[config.mk]
export PLATFORM = sky130hd
export DESIGN_NAME = circuit_ii_dash
export DESIGN_NICKNAME = d
export VERILOG_FILES = /design/src/rtl/circuit_ii_dash.sv
export SDC_FILE = /design/constraint.sdc
export NUM_CORES = 1
export LEC_CHECK = 0
export ABC_AREA = 0
export CAP_MARGIN = 15
export CORE_UTILIZATION = 38
export DETAILED_ROUTE_END_ITERATION = 8
export HOLD_SLACK_MARGIN = 0.06
export MAX_ROUTING_LAYER = met4
export PLACE_DENSITY = 0.65
export SLEW_MARGIN = 20
export SYNTH_ARGS = -nofsm -noshare
export SYNTH_HDL_FRONTEND = slang
export SYNTH_SLANG_ARGS = --single-unit
[constraint.sdc]
create_clock -name clk -period 10.2 [get_ports clk]
set_clock_uncertainty 0.2 [all_clocks]
set_input_delay 2.04 -clock clk [delete_from_list [all_inputs] [get_ports clk]]
set_output_delay 2.04 -clock clk [all_outputs]
set_load 0.05 [all_outputs]
[src/rtl/circuit_ii_dash.sv]
// Two cascaded 16-bit ALU slices feeding a single result register, with zero and negative flags.
// Latency: 1 clock from the operands and controls to out; zr and ng are decoded from out, so they add no latency.
// No backpressure: every input is consumed on every rising edge, and there is no enable or hold.
module circuit_ii_dash (
    input  logic        clk,
    input  logic        reset,
    output logic [15:0] out,
    output logic        zr,
    output logic        ng,
    input  logic [15:0] x,
    input  logic [15:0] y,
    input  logic        zx,
    input  logic        nx,
    input  logic        zy,
    input  logic        ny,
    input  logic        f0,
    input  logic        f1,
    input  logic        no,
    input  logic [15:0] y_dash,
    input  logic        zx_d,
    input  logic        nx_d,
    input  logic        zy_d,
    input  logic        ny_d,
    input  logic        f0_d,
    input  logic        f1_d,
    input  logic        no_d
);

    // One ALU slice. The zero/negate steps act on a, then on b. Then the op is selected.
    // The result can then be inverted. The add wraps modulo 2^16 because the carry has nowhere to go.
    function automatic logic [15:0] alu_slice(
        input logic [15:0] a_in,
        input logic [15:0] b_in,
        input logic        c_zx,
        input logic        c_nx,
        input logic        c_zy,
        input logic        c_ny,
        input logic        c_f0,
        input logic        c_f1,
        input logic        c_no
    );
        logic [15:0] a;
        logic [15:0] b;
        logic [15:0] r;
        a = c_zx ? 16'h0000 : a_in;
        a = c_nx ? ~a : a;
        b = c_zy ? 16'h0000 : b_in;
        b = c_ny ? ~b : b;
        case ({c_f0, c_f1})
            2'b00:   r = a & b;
            2'b10:   r = a + b;
            2'b01:   r = a | b;
            default: r = a ^ b;
        endcase
        return c_no ? ~r : r;
    endfunction

    logic [15:0] s1;
    logic [15:0] s2;
    logic [15:0] out_d;
    logic [15:0] out_q;

    // Both slices sit in one combinational path. Stage 1 drives the a input of stage 2 directly.
    always_comb begin
        s1    = alu_slice(x, y, zx, nx, zy, ny, f0, f1, no);
        s2    = alu_slice(s1, y_dash, zx_d, nx_d, zy_d, ny_d, f0_d, f1_d, no_d);
        out_d = s2;
    end

    // The result register. Reset wins over the load, so a pending s2 is dropped while reset is high.
    always_ff @(posedge clk) begin
        if (reset) begin
            out_q <= 16'h0000;
        end else begin
            out_q <= out_d;
        end
    end

    assign out = out_q;
    assign zr  = (out_q == 16'h0000);
    assign ng  = out_q[15];

endmodule

==> impl_metrics.ini <==
[cells_and_area]
final-seq-area_sq_um = 320
largest_reg_flops = 16
finish.utilization_pct = 46.2
syn_to_final_growth_pct = 18.7
design_area_sq_um = 6090
num-fill-cells = 1350
layout.nets = 891
antenna_cells = 0
multi_input_area_sq_um = 4390
drive_gt1_share_pct = 2.90

[die]
dieWidth_um = 118
core_sq_um = 13200
num_io_pins = 82
rows = 42
die_h_um = 118
initial_core_util_pct = 38.9
die-area_sq_um = 14000

[routing]
num_vias = 5064
first_pass_iters = 5
finalWirelength_mm = 13.6
ant_nets = 0
drt-initial-drc-count = 209
routedWlPerCell_um = 14.6
viasPerCell = 5.42
drc_errors = 0

[clock_tree]
clockBufferDepth = 2
cts_root_buf = clkbuf_16
cts.clk_slew.worst_paths_ns = 0.04
cts_max_level = 1
cts_tree = yes
cts_made_buffers = 3
cts_resized = 0
holdBufCountCts = 0
cts_setup_buffers = 0
cts_sinks = 16

[power]
swShare_pct = 49.2
ir_drop_v = 0.0000409
p_seq_share_pct = 11.2
p_per_area_nw_per_um2 = 119
power_frac_clock_pct = 9.8
p_leak_nw = 2.54
internal_power_uw = 369
p_switching_uw = 357
combPwrFrac_pct = 79.0

[worst_setup_path]
start_kind = input pin
crit_arrival_ns = 7.76
path_class = in2reg
required_ns = 10.15
path_max_fanout = 16
endpoint_kind = flip-flop

[global_route]
grt_overflow_total = 0
grt_pass1_wl_mm = 22.9
track_usage_pct = 20.2
grt_pass1_vias = 4762
antenna_found_initial = 0
grt_max_degree = 50

[sta]
hold_viol = 0
finalCritPeriodShare_pct = 76.6
setup_violations = 0
period_minus_slack_ns = 7.81
worstMarginPinSlew_ns = 0.995
fin_setup_tns_ns = 0
finalMaxSlewViolations = 0
max_slew_margin_pct = 33.5
clock.fmax_mhz = 128
grt_setup_unrepaired = no

[synthesis]
async_reset_ff_share_pct = 0
ys_seq_elements = 16
synth_area_per_cell_sq_um = 7.17
netlist_area_sq_um = 5130
yosysSeqAreaShare_pct = 6.24
yosys.area.top_type = ha_1
synth.area.top_cells = ha_1 (16%), xnor2_1 (14%), nand2b_1 (7.4%)
synth_top_flop_cell = dfxtp_1
syn-num-nets = 846
synth_top_area_share_pct = 15.6
synth_most_common_cell = xnor2_1
synthCells = 716
ys_warn_count = 0
synth_cell_types = 69
synthTopCellsByCount = xnor2_1 (81), ha_1 (64), inv_1 (61), nand2b_1 (61), nor2_1 (57)
synth-edff-count = 0

[status]
status = finished clean

[place]
port_buffers = 81
dp_hpwl_mm = 11.1
place_congestion = 0.976
placed_area_sq_um = 6010

[min_path]
holdCritPathClass = in2reg

[job]
maxCapViolations = 0
kinds of logic after synthesis:
kind of cell	count (synthesis)	synth area share (%)
AND/OR/NAND/NOR	226	23.4
buffers and inverters	109	8.22
AO/OA/AOI/OAI	177	23.8
adder cells (fa/ha/maj)	66	16.4
multiplexers	14	3.46
XOR/XNOR	108	18.4
flip-flops	16	6.24
worst paths after layout:
check / start / end / slack [ns] / cells after the start
worst min-delay path: f0_d / out[14] / 2.56 / 4
worst max-delay path: nx / out[15] / 2.39 / 20
layout make-up:
type,instances,area share (%)
multi-input combinational,591,72.1
sequential,16,5.26
clock buffer,3,1.23
timing repair buffer,86,13.9
tap,176,3.62
inverter,63,3.88
through the flow:
| stage | power [mW] | hold slack [ns] | setup WS [ns] | cells |
|---|---|---|---|---|
| floorplan | 0.511 | 2.09 | 3.46 | 716 |
| global placement | 0.645 | 2.80 | 2.31 | 932 |
| detailed placement | 0.651 | 2.81 | 2.28 | 932 |
| CTS | 0.726 | 2.57 | 2.48 | 935 |
| global route | 0.795 | 2.63 | 2.05 | 935 |
| finish | 0.725 | 2.56 | 2.39 | 935 |
layer usage:
metal	routed length, um	vias up	global-route usage (%)
met5	0	-	-
met4	129	0	4.33
met3	436	8	0.676
met2	7100	132	38.0
met1	5950	2344	23.6
li1	-	2580	-
placed cells by master, fill, tap and decap left out, types with 4 or more instances in the layout:
cell,count
ha_1,64
nor3b_1,4
clkdlybuf4s50_1,81
dfxtp_1,16
nand4_1,4
nand2_1,28
nor4_1,13
mux2i_1,11
o21bai_1,6
and3_1,5
xnor2_1,81
xor2_1,27
or3_1,5
nand3_1,20
o21ai_0,38
buf_4,5
o21a_1,7
o211ai_1,6
a31oi_1,12
nand2b_1,61
a211o_1,4
nor2_1,57
a211oi_1,25
a21oi_1,30
nor3_1,11
a21o_1,12
inv_1,61
power by group through the flow:
| stage | sequential (mW) | clock (mW) | combinational, mW |
|---|---|---|---|
| final | 0.0813 | 0.0713 | 0.573 |
| after CTS | 0.0816 | 0.0729 | 0.572 |
| after floorplan | 0.125 | 0 | 0.385 |
| after detailed placement | 0.0828 | 0 | 0.568 |
| after global placement | 0.0823 | 0 | 0.563 |
| after global routing | 0.0833 | 0.0773 | 0.634 |
critical path: stages:
cell and delay, ns:
clkdlybuf4s50_1 1.10, xor2_1 0.25, inv_1 0.07, ha_1 0.24
fa_1 0.49, a211oi_1 0.31, o21a_1 0.27, or3_4 0.18
a2111oi_4 0.06, nor3_1 0.38, mux2i_1 0.34, xnor2_1 0.10
ha_1 0.36, a21o_1 0.21, a221oi_1 0.31, o21ai_0 0.13
a31oi_1 0.25, mux2i_1 0.14, or3_1 0.35, a21oi_1 0.17
Note: power is estimated with default switching activity, not from simulation.
